===== config.mk =====
export PLATFORM = sky130hd
export DESIGN_NAME = instruction_fetch_unit
export DESIGN_NICKNAME = d
export VERILOG_FILES = /design/src/rtl/instruction_fetch_unit.sv
export SDC_FILE = /design/constraint.sdc
export NUM_CORES = 1
export LEC_CHECK = 0
export ABC_AREA = 1
export CORE_MARGIN = 5
export CORE_UTILIZATION = 25
export CTS_CLUSTER_SIZE = 40
export DETAILED_ROUTE_END_ITERATION = 6
export MAX_ROUTING_LAYER = met4
export PLACE_DENSITY = 0.42
export SYNTH_ARGS = -nofsm -noshare
export SYNTH_HDL_FRONTEND = slang
export SYNTH_SLANG_ARGS = --single-unit
export TNS_END_PERCENT = 20

===== constraint.sdc =====
create_clock -name clk -period 5.5 [get_ports clk]
set_input_delay 0.55 -clock clk [delete_from_list [all_inputs] [get_ports clk]]
set_output_delay 0.55 -clock clk [all_outputs]
set_load 0.01 [all_outputs]

===== src/rtl/instruction_fetch_unit.sv =====
// Instruction fetch front end: issues word addresses to a 1-cycle BRAM, buffers the
// returned words in a small FIFO and hands {pc, instr} to decode over valid/ready.
module instruction_fetch_unit #(
  parameter logic [31:0] RESET_PC   = 32'h0000_0000,
  parameter int          FIFO_DEPTH = 2
) (
  input  logic        clk,
  input  logic        rst_n,
  output logic [31:0] imem_addr,
  input  logic [31:0] imem_rdata,
  input  logic        redirect_valid,
  input  logic [31:0] redirect_pc,
  output logic        out_valid,
  input  logic        out_ready,
  output logic [31:0] out_pc,
  output logic [31:0] out_instr
);
  localparam int CW = $clog2(FIFO_DEPTH + 1);
  localparam int PW = (FIFO_DEPTH > 1) ? $clog2(FIFO_DEPTH) : 1;

  typedef struct packed {
    logic [31:0] pc;
    logic [31:0] instr;
  } entry_t;

  typedef enum logic {RUN = 1'b0, FLUSH = 1'b1} state_e;

  state_e                       state_q, state_d;
  logic [31:0]                  fetch_pc_q, fetch_pc_d;
  logic [31:0]                  inflight_pc_q, inflight_pc_d;
  logic [CW-1:0]                inflight_q, inflight_d;
  logic [CW-1:0]                count_q, count_d;
  logic                         kill_q, kill_d;
  logic [PW-1:0]                wr_ptr_q, wr_ptr_d, rd_ptr_q, rd_ptr_d;
  entry_t [FIFO_DEPTH-1:0]      fifo_q, fifo_d;

  logic        pop, push, issue, drop_stale;
  logic [CW:0] credit_used;

  function automatic logic [PW-1:0] ptr_inc(input logic [PW-1:0] p);
    return (p == PW'(FIFO_DEPTH - 1)) ? '0 : p + PW'(1);
  endfunction

  // State register (FSM + datapath)
  always_ff @(posedge clk or negedge rst_n) begin
    if (!rst_n) begin
      state_q       <= RUN;
      fetch_pc_q    <= RESET_PC;
      inflight_pc_q <= '0;
      inflight_q    <= '0;
      count_q       <= '0;
      kill_q        <= 1'b0;
      wr_ptr_q      <= '0;
      rd_ptr_q      <= '0;
      fifo_q        <= '0;
    end else begin
      state_q       <= state_d;
      fetch_pc_q    <= fetch_pc_d;
      inflight_pc_q <= inflight_pc_d;
      inflight_q    <= inflight_d;
      count_q       <= count_d;
      kill_q        <= kill_d;
      wr_ptr_q      <= wr_ptr_d;
      rd_ptr_q      <= rd_ptr_d;
      fifo_q        <= fifo_d;
    end
  end

  // Next-state: any redirect (from RUN or FLUSH) lands in FLUSH; latest target wins.
  always_comb begin
    state_d = RUN;
    if (redirect_valid) state_d = FLUSH;
  end

  // FSM outputs
  always_comb begin
    drop_stale = 1'b0;
    if (state_q == FLUSH) drop_stale = kill_q;
  end

  assign out_valid = (count_q != '0);
  assign out_pc    = fifo_q[rd_ptr_q].pc;
  assign out_instr = fifo_q[rd_ptr_q].instr;
  assign imem_addr = fetch_pc_q;

  assign pop  = out_valid && out_ready;
  // A word returning during a redirect cycle dies with the FIFO clear.
  assign push = (inflight_q != '0) && !drop_stale && !redirect_valid;

  // Credit: buffered + in-flight words never exceed the FIFO depth.
  assign credit_used = (CW+1)'(count_q) + (CW+1)'(inflight_q) - (CW+1)'(pop);
  assign issue       = !redirect_valid && (credit_used < (CW+1)'(FIFO_DEPTH));

  always_comb begin
    fetch_pc_d    = fetch_pc_q;
    inflight_pc_d = inflight_pc_q;
    inflight_d    = '0;
    count_d       = count_q;
    kill_d        = 1'b0;
    wr_ptr_d      = wr_ptr_q;
    rd_ptr_d      = rd_ptr_q;
    fifo_d        = fifo_q;
    if (redirect_valid) begin
      count_d    = '0;
      wr_ptr_d   = '0;
      rd_ptr_d   = '0;
      kill_d     = (inflight_q != '0);
      fetch_pc_d = {redirect_pc[31:2], 2'b00};
    end else begin
      if (issue) begin
        inflight_d    = CW'(1);
        inflight_pc_d = fetch_pc_q;
        fetch_pc_d    = fetch_pc_q + 32'd4;
      end
      if (push) begin
        fifo_d[wr_ptr_q] = '{pc: inflight_pc_q, instr: imem_rdata};
        wr_ptr_d         = ptr_inc(wr_ptr_q);
      end
      if (pop) rd_ptr_d = ptr_inc(rd_ptr_q);
      count_d = count_q + CW'(push) - CW'(pop);
    end
  end
endmodule

# ---- After elaboration in Yosys (flattened, before gate mapping)
# Cells that the tools add are included.
dict set report totals {
  input_bits 68
  reg_bits 200
  elab_cells 57
}
dict set report op_classes {
  n_mux 19
  n_reduce_logical 14
  magnitude_cmp 4
  n_addsub 7
  n_bitwise 1
}
# operator n
set op_table {}
lappend op_table {{two-way mux 64 bit} 3}
lappend op_table {{bitwise mux 128 bit} 1}
lappend op_table {{demux 64 bit (select 1 bit)} 1}
lappend op_table {{two-way mux 32 bit} 2}
lappend op_table {{adder 32 x 3 -> 32 bit, second input constant} 1}
lappend op_table {{two-way mux 1 bit} 10}
lappend op_table {{nonzero test 2 bit} 5}
lappend op_table {{logical AND 1 bit} 5}
lappend op_table {{< comparator 1 x 2 -> 1 bit, second input constant} 2}
lappend op_table {{two-way mux 2 bit} 2}
lappend op_table {{AND reduction 2 bit} 2}
lappend op_table {{adder 2 x 2 -> 3 bit} 1}
lappend op_table {{< comparator 3 x 2 -> 1 bit, second input constant} 1}
lappend op_table {{subtractor 3 x 1 -> 3 bit} 1}
lappend op_table {{adder 1 bit, second input constant} 2}
lappend op_table {{adder 2 x 1 -> 2 bit} 1}
lappend op_table {{zero test 1 bit} 2}
lappend op_table {{subtractor 2 x 1 -> 2 bit} 1}
lappend op_table {{>= comparator 1 bit, second input constant} 1}
lappend op_table {{NOT 1 bit} 1}

# ---- Logic depth before layout (Yosys ltp)
dict set report logic_depth {
  ltp_word 7
  depth_mapped 14
  mapped_depth_nobuf 13
}

# ---- Worst setup path before layout
# OpenSTA, ideal clock, no wires.
dict set report synth_path {
  kind {register to register}
  from {reg count_q[1]}
  to {reg fetch_pc_q[18], in the netlist imem_addr[18]}
  t_required_ns 5.374
  slack_ns 2.966
  setup_ns 0.126
  arrival_ns 2.407
  stages_incl_launch_ff 15
  period_less_slack_ns 2.534
  cell_sequence {dfrtp_1 or2_2 nand2_1 inv_1 ha_1 inv_1 nand2_1 fa_1 xnor2_1 nand2_1 nand2_1 buf_2 o21ai_0 inv_1 nand3_1}
}
dict set report synth_between {
  elab_chain_cells 6
  elab_cells_between_ends 7
  classes_between {add/sub (2); order compare (1); reduce/logical (4)}
}
# item line_no
set synth_lines {}
lappend synth_lines {{from (decl)} 32} ;# logic [CW-1:0] count_q, count_d;
lappend synth_lines {{from (signal assigned)} 61} ;# count_q <= count_d;
lappend synth_lines {{nonzero test 2 bit} 81} ;# assign out_valid = (count_q != '0);
lappend synth_lines {{named net out_valid} 13} ;# output logic out_valid,
lappend synth_lines {{logical AND 1 bit} 86} ;# assign pop = out_valid && out_ready;
lappend synth_lines {{subtractor 3 x 1 -> 3 bit} 91} ;# assign credit_used = (CW+1)'(count_q) + (CW+1)'(inflight_q) - (CW+1)'(pop);
lappend synth_lines {{< comparator 3 x 2 -> 1 bit} 92} ;# assign issue = !redirect_valid && (credit_used < (CW+1)'(FIFO_DEPTH));
lappend synth_lines {{logical AND 1 bit} 92}
lappend synth_lines {{nonzero test 2 bit (no source line)} -}
lappend synth_lines {{to (signal assigned)} 58} ;# fetch_pc_q <= fetch_pc_d;
lappend synth_lines {{to (decl)} 29} ;# logic [31:0] fetch_pc_q, fetch_pc_d;
# The timed path passes the listed nets, and every way through them passes these cells.
# A chain may end at the register's enable or synchronous reset.

# ---- Worst setup path in the final report
dict set report layout_path {
  from {reg count_q[1]}
  to {reg fetch_pc_q[8], in the netlist imem_addr[8]}
}
dict set report layout_between {
  elab_chain_cells 6
  elab_cells_between_ends 7
  classes_between {add/sub (2); order compare (1); reduce/logical (4)}
}
# item line_no
set layout_lines {}
lappend layout_lines {{parallel branches: the longest is 2 deep, another holds adder 2 x 2 -> 3 bit} -}
lappend layout_lines {{subtractor 3 x 1 -> 3 bit (*)} 91}
lappend layout_lines {{< comparator 3 x 2 -> 1 bit (*)} 92}
lappend layout_lines {{logical AND 1 bit (*)} 92}
lappend layout_lines {{nonzero test 2 bit (no source line) (*)} -}
# Every way passes the cells marked *.

==> impl_metrics.prom <==
# TYPE chip_impl_metric gauge
chip_impl_info{name="status",value="complete, no violations"} 1
chip_impl_metric{name="drt_iter0_markers",unit=""} 335
chip_impl_info{name="unrepaired_setup_endpoints_after_global_routing",value="false"} 1
chip_impl_metric{name="synth_fa_ha_area_frac",unit=""} 0.00765
chip_impl_metric{name="wl",unit="mm"} 25.6
chip_impl_metric{name="drc_violation_count_after_routing",unit=""} 0
chip_impl_metric{name="cts.hold.buffers_added",unit=""} 0
chip_impl_metric{name="routed-via-count",unit=""} 7068
chip_impl_metric{name="synth_seq_cells",unit=""} 191
chip_impl_metric{name="slowest_delay",unit="ns"} 0.52
chip_impl_metric{name="wl_per_cell",unit="um"} 15.4
chip_impl_info{name="critPathKind",value="register to register"} 1
chip_impl_metric{name="synth_simple_gate_area_frac",unit=""} 0.186
chip_impl_metric{name="grt_overflow_total",unit=""} 0
chip_impl_metric{name="port_buffers",unit=""} 158
chip_impl_metric{name="drive_gt1_frac",unit=""} 0.0765
chip_impl_metric{name="clock-sinks",unit=""} 191
chip_impl_metric{name="setup_violations",unit=""} 0
chip_impl_metric{name="crit_required",unit="ns"} 5.79
chip_impl_metric{name="diodes",unit=""} 0
chip_impl_metric{name="dieHeight",unit="um"} 201
chip_impl_metric{name="cts.repair_timing.setup_buffer_count",unit=""} 0
chip_impl_metric{name="detailedRoute.firstPassIterationCount",unit=""} 5
chip_impl_metric{name="synth_xor_area_frac",unit=""} 0.00861
chip_impl_metric{name="postLayoutCoreUtil",unit=""} 0.321
chip_impl_metric{name="synth-compound-area-share",unit=""} 0.112
chip_impl_metric{name="fp-row-count",unit=""} 70
chip_impl_metric{name="clock_path_buffers",unit=""} 2
chip_impl_metric{name="clock_skew",unit="ns"} 0.00965
chip_impl_metric{name="fin_crit",unit="ns"} 3.47
chip_impl_metric{name="hpwlAfterDp",unit="mm"} 17.4
chip_impl_metric{name="slew-limit-headroom",unit=""} 0.416
chip_impl_metric{name="route.antenna.remaining_nets",unit=""} 0
chip_impl_info{name="cts_root_buffer",value="clkbuf_16"} 1
chip_impl_metric{name="first_global_vias",unit=""} 7208
chip_impl_info{name="timing.critical_path.slowest_stage_cell",value="nand2_1"} 1
chip_impl_info{name="series_of_cell_instances_along_the_critical_path",value="or2_2, nand2_1, inv_1, ha_1, inv_1, nand2_1, fa_1, xnor2_1, nand2_1, nand2_1, inv_1, nand2_1, o211ai_1"} 1
chip_impl_metric{name="max-vdd-ir-drop",unit="uV"} 216
chip_impl_metric{name="pre_cts_ws",unit="ns"} 1.71
chip_impl_metric{name="fp.dieW",unit="um"} 201
chip_impl_info{name="critical-path-top-cell-by-count",value="nand2_1"} 1
chip_impl_metric{name="tritoncts.num_buffers",unit=""} 17
chip_impl_metric{name="start_util",unit=""} 0.252
chip_impl_metric{name="cts.reportedPaths.clkPinSlew",unit="ns"} 0.08
chip_impl_metric{name="power.density_cell_area",unit="mW/mm^2"} 577
chip_impl_metric{name="htree_levels",unit=""} 4
chip_impl_info{name="cts_tree",value="yes"} 1
chip_impl_metric{name="final_hold_vios",unit=""} 0
chip_impl_metric{name="grtUsageTotal",unit=""} 0.132
chip_impl_metric{name="nFillCells",unit=""} 3847
chip_impl_metric{name="crit_path_max_fanout",unit=""} 14
chip_impl_metric{name="io-pin-count",unit=""} 165
chip_impl_info{name="min_path_type",value="input port to async pin"} 1
chip_impl_metric{name="cts.repair.resized",unit=""} 0
chip_impl_metric{name="synth_mux_area_frac",unit=""} 0.0717
chip_impl_metric{name="worst-endpoint-arrival",unit="ns"} 3.76
chip_impl_metric{name="post_synth_inst_count",unit=""} 1045
chip_impl_metric{name="timing.final.ws_setup",unit="ns"} 2.03
chip_impl_metric{name="avgSynthCellArea",unit="um^2"} 8.76
chip_impl_metric{name="synthesized_area",unit="mm^2"} 0.00916
chip_impl_metric{name="grt_first_pass_wirelength",unit="mm"} 41.6
chip_impl_metric{name="synth-seq-area-share",unit=""} 0.522
chip_impl_metric{name="fp.dieArea",unit="mm^2"} 0.0406
chip_impl_metric{name="gp_congestion",unit=""} 0.823
chip_impl_info{name="start_kind",value="register"} 1
chip_impl_metric{name="max_cap_violations",unit=""} 0
chip_impl_metric{name="final_max_slew_viol_count",unit=""} 0
chip_impl_metric{name="synth.distinct_cells",unit=""} 34
chip_impl_metric{name="ys.warnings.count",unit=""} 0
chip_impl_metric{name="finish.net_count",unit=""} 1250
chip_impl_metric{name="max_freq",unit="MHz"} 288
chip_impl_metric{name="area.growth.synth_to_final",unit="%"} 27.6
chip_impl_metric{name="timing.reg2reg.setup_slack",unit="ns"} 2.03
chip_impl_metric{name="leakage_power",unit="uW"} 0.00535
chip_impl_metric{name="maximum_number_of_pins_on_one_net_before_global_route_repair",unit=""} 114
chip_impl_metric{name="critical_path.n_buffers_inverters",unit=""} 3
chip_impl_metric{name="tightest_slew",unit="ns"} 0.876
chip_impl_info{name="worst_path_dominant_cell_family",value="simple AND/OR/NAND/NOR gates"} 1
chip_impl_info{name="dominant_combinational_cell_family_by_area_after_synthesis",value="simple AND/OR/NAND/NOR gates"} 1
chip_impl_metric{name="core_area",unit="mm^2"} 0.0363
chip_impl_metric{name="grt_antenna_before_repair",unit=""} 0
chip_impl_info{name="worstSetupEndpointType",value="register"} 1
chip_impl_metric{name="clock_latency_on_the_worst_skew_pair",unit="ns"} 0.44
chip_impl_metric{name="vias_per_cell",unit=""} 4.26
chip_impl_metric{name="period_share",unit=""} 0.631
chip_impl_metric{name="setup_total_negative_slack",unit="ns"} 0
[cell usage after synthesis (all sizes together)]
cell type / n / share of area
a21oi: 14 / 0.0077
nand3: 55 / 0.032
xnor2: 3 / 0.0029
nor2: 56 / 0.025
o211ai: 8 / 0.0066
o21bai: 5 / 0.0041
nand4: 8 / 0.0055
clkinv: 1 / 0.00041
nor3: 6 / 0.0033
or2: 1 / 0.00068
a31oi: 1 / 0.00068
buf: 27 / 0.025
ha: 4 / 0.0055
dfrtp: 191 / 0.52
o21ai: 168 / 0.092
mux2: 45 / 0.072
nand2: 272 / 0.11
conb: 1 / 0.00041
o21a: 1 / 0.00082
nand3b: 10 / 0.0082
fa: 1 / 0.0022
xor2: 6 / 0.0057
clkbuf: 28 / 0.011
inv: 133 / 0.055
[worst paths after layout]
| check | startpoint | to | cells past startpoint |
|---|---|---|---|
| worst min-delay path | rst_n | fifo_q[93] | 1 |
| worst max-delay path | count_q[1] | imem_addr[8] | 13 |
| worst min register to register | fifo_q[55] | fifo_q[55] | 2 |
| min in group clk | fifo_q[55] | fifo_q[55] | 2 |
| worst max register to register | count_q[1] | imem_addr[8] | 13 |
| max in group asynchronous | rst_n | fifo_q[62] | 2 |
[area by class of cell]
class | instances | area [um^2] | share of cell area
timing repair buffer | 165 | 1660 | 0.142
inverter | 134 | 504 | 0.0432
sequential | 191 | 4780 | 0.409
clock buffer | 17 | 425 | 0.0364
clock inverter | 15 | 171 | 0.0147
tap | 468 | 586 | 0.0501
multi-input combinational | 668 | 3560 | 0.304
[power by group]
group	switching [uW]	internal, uW
Combinational	1550	1430
Sequential	430	2070
Clock	616	650
[kinds of logic after synthesis]
family | Yosys count
compound gates | 197
mux | 45
fa+ha+maj | 5
other cells | 1
simple gates | 408
xor+xnor | 9
buf+inv | 189
flops | 191
[through the flow]
step | cells | hold WS [ns] | power (uW) | area [um^2]
detailed placement | 1626 | 0.468 | 5570 | 11100
CTS | 1658 | 0.151 | 6900 | 11700
floorplan | 1048 | 0.254 | 4130 | 9170
global route | 1658 | 0.169 | 7330 | 11700
finish | 1658 | 0.125 | 6750 | 11700
global placement | 1626 | 0.466 | 5540 | 11100
[registers in the layout, indices dropped and copies added, names as in the netlist]
register       count
kill_q             1
inflight_q         1
wr_ptr_q           1
fifo_q           124
count_q            2
inflight_pc_q     30
imem_addr         30
state_q            1
rd_ptr_q           1
[worst reg2reg max path, stage by stage (launching register included)]
cell      delay, ns
dfrtp_1        0.44
or2_2          0.33
nand2_1        0.10
inv_1          0.07
ha_1           0.26
inv_1          0.05
nand2_1        0.06
fa_1           0.38
xnor2_1        0.21
nand2_1        0.43
nand2_1        0.53
inv_1          0.26
nand2_1        0.11
o211ai_1       0.09
[layer usage]
layer,track usage,vias to the layer above,share of wire
li1,-,3588,-
met1,0.190,3327,0.52
met2,0.188,138,0.43
met3,0.0303,15,0.037
met4,0.0313,0,0.012
met5,-,-,0
[placed cells by master, fill, tap and decap left out, types with 2 or more instances in the layout]
cell and n:
xor2_1 6, clkdlybuf4s50_1 157, mux2_4 40, nor2_1 52, clkinv_8 3, o21ai_1 3, inv_6 5, buf_4 5
nand2_1 271, o211ai_1 8, nor2_4 3, nor3_1 6, o21bai_1 5, inv_2 2, inv_8 2, buf_12 2
nand4_1 8, conb_1 4, clkinv_2 3, inv_1 131, ha_1 4, nand3_1 53, xnor2_1 3, nand3b_1 10
mux2_1 5, a21oi_1 14, o21ai_0 165, dfrtp_1 191, clkbuf_16 17
Note: power is estimated with default switching activity, not from simulation.
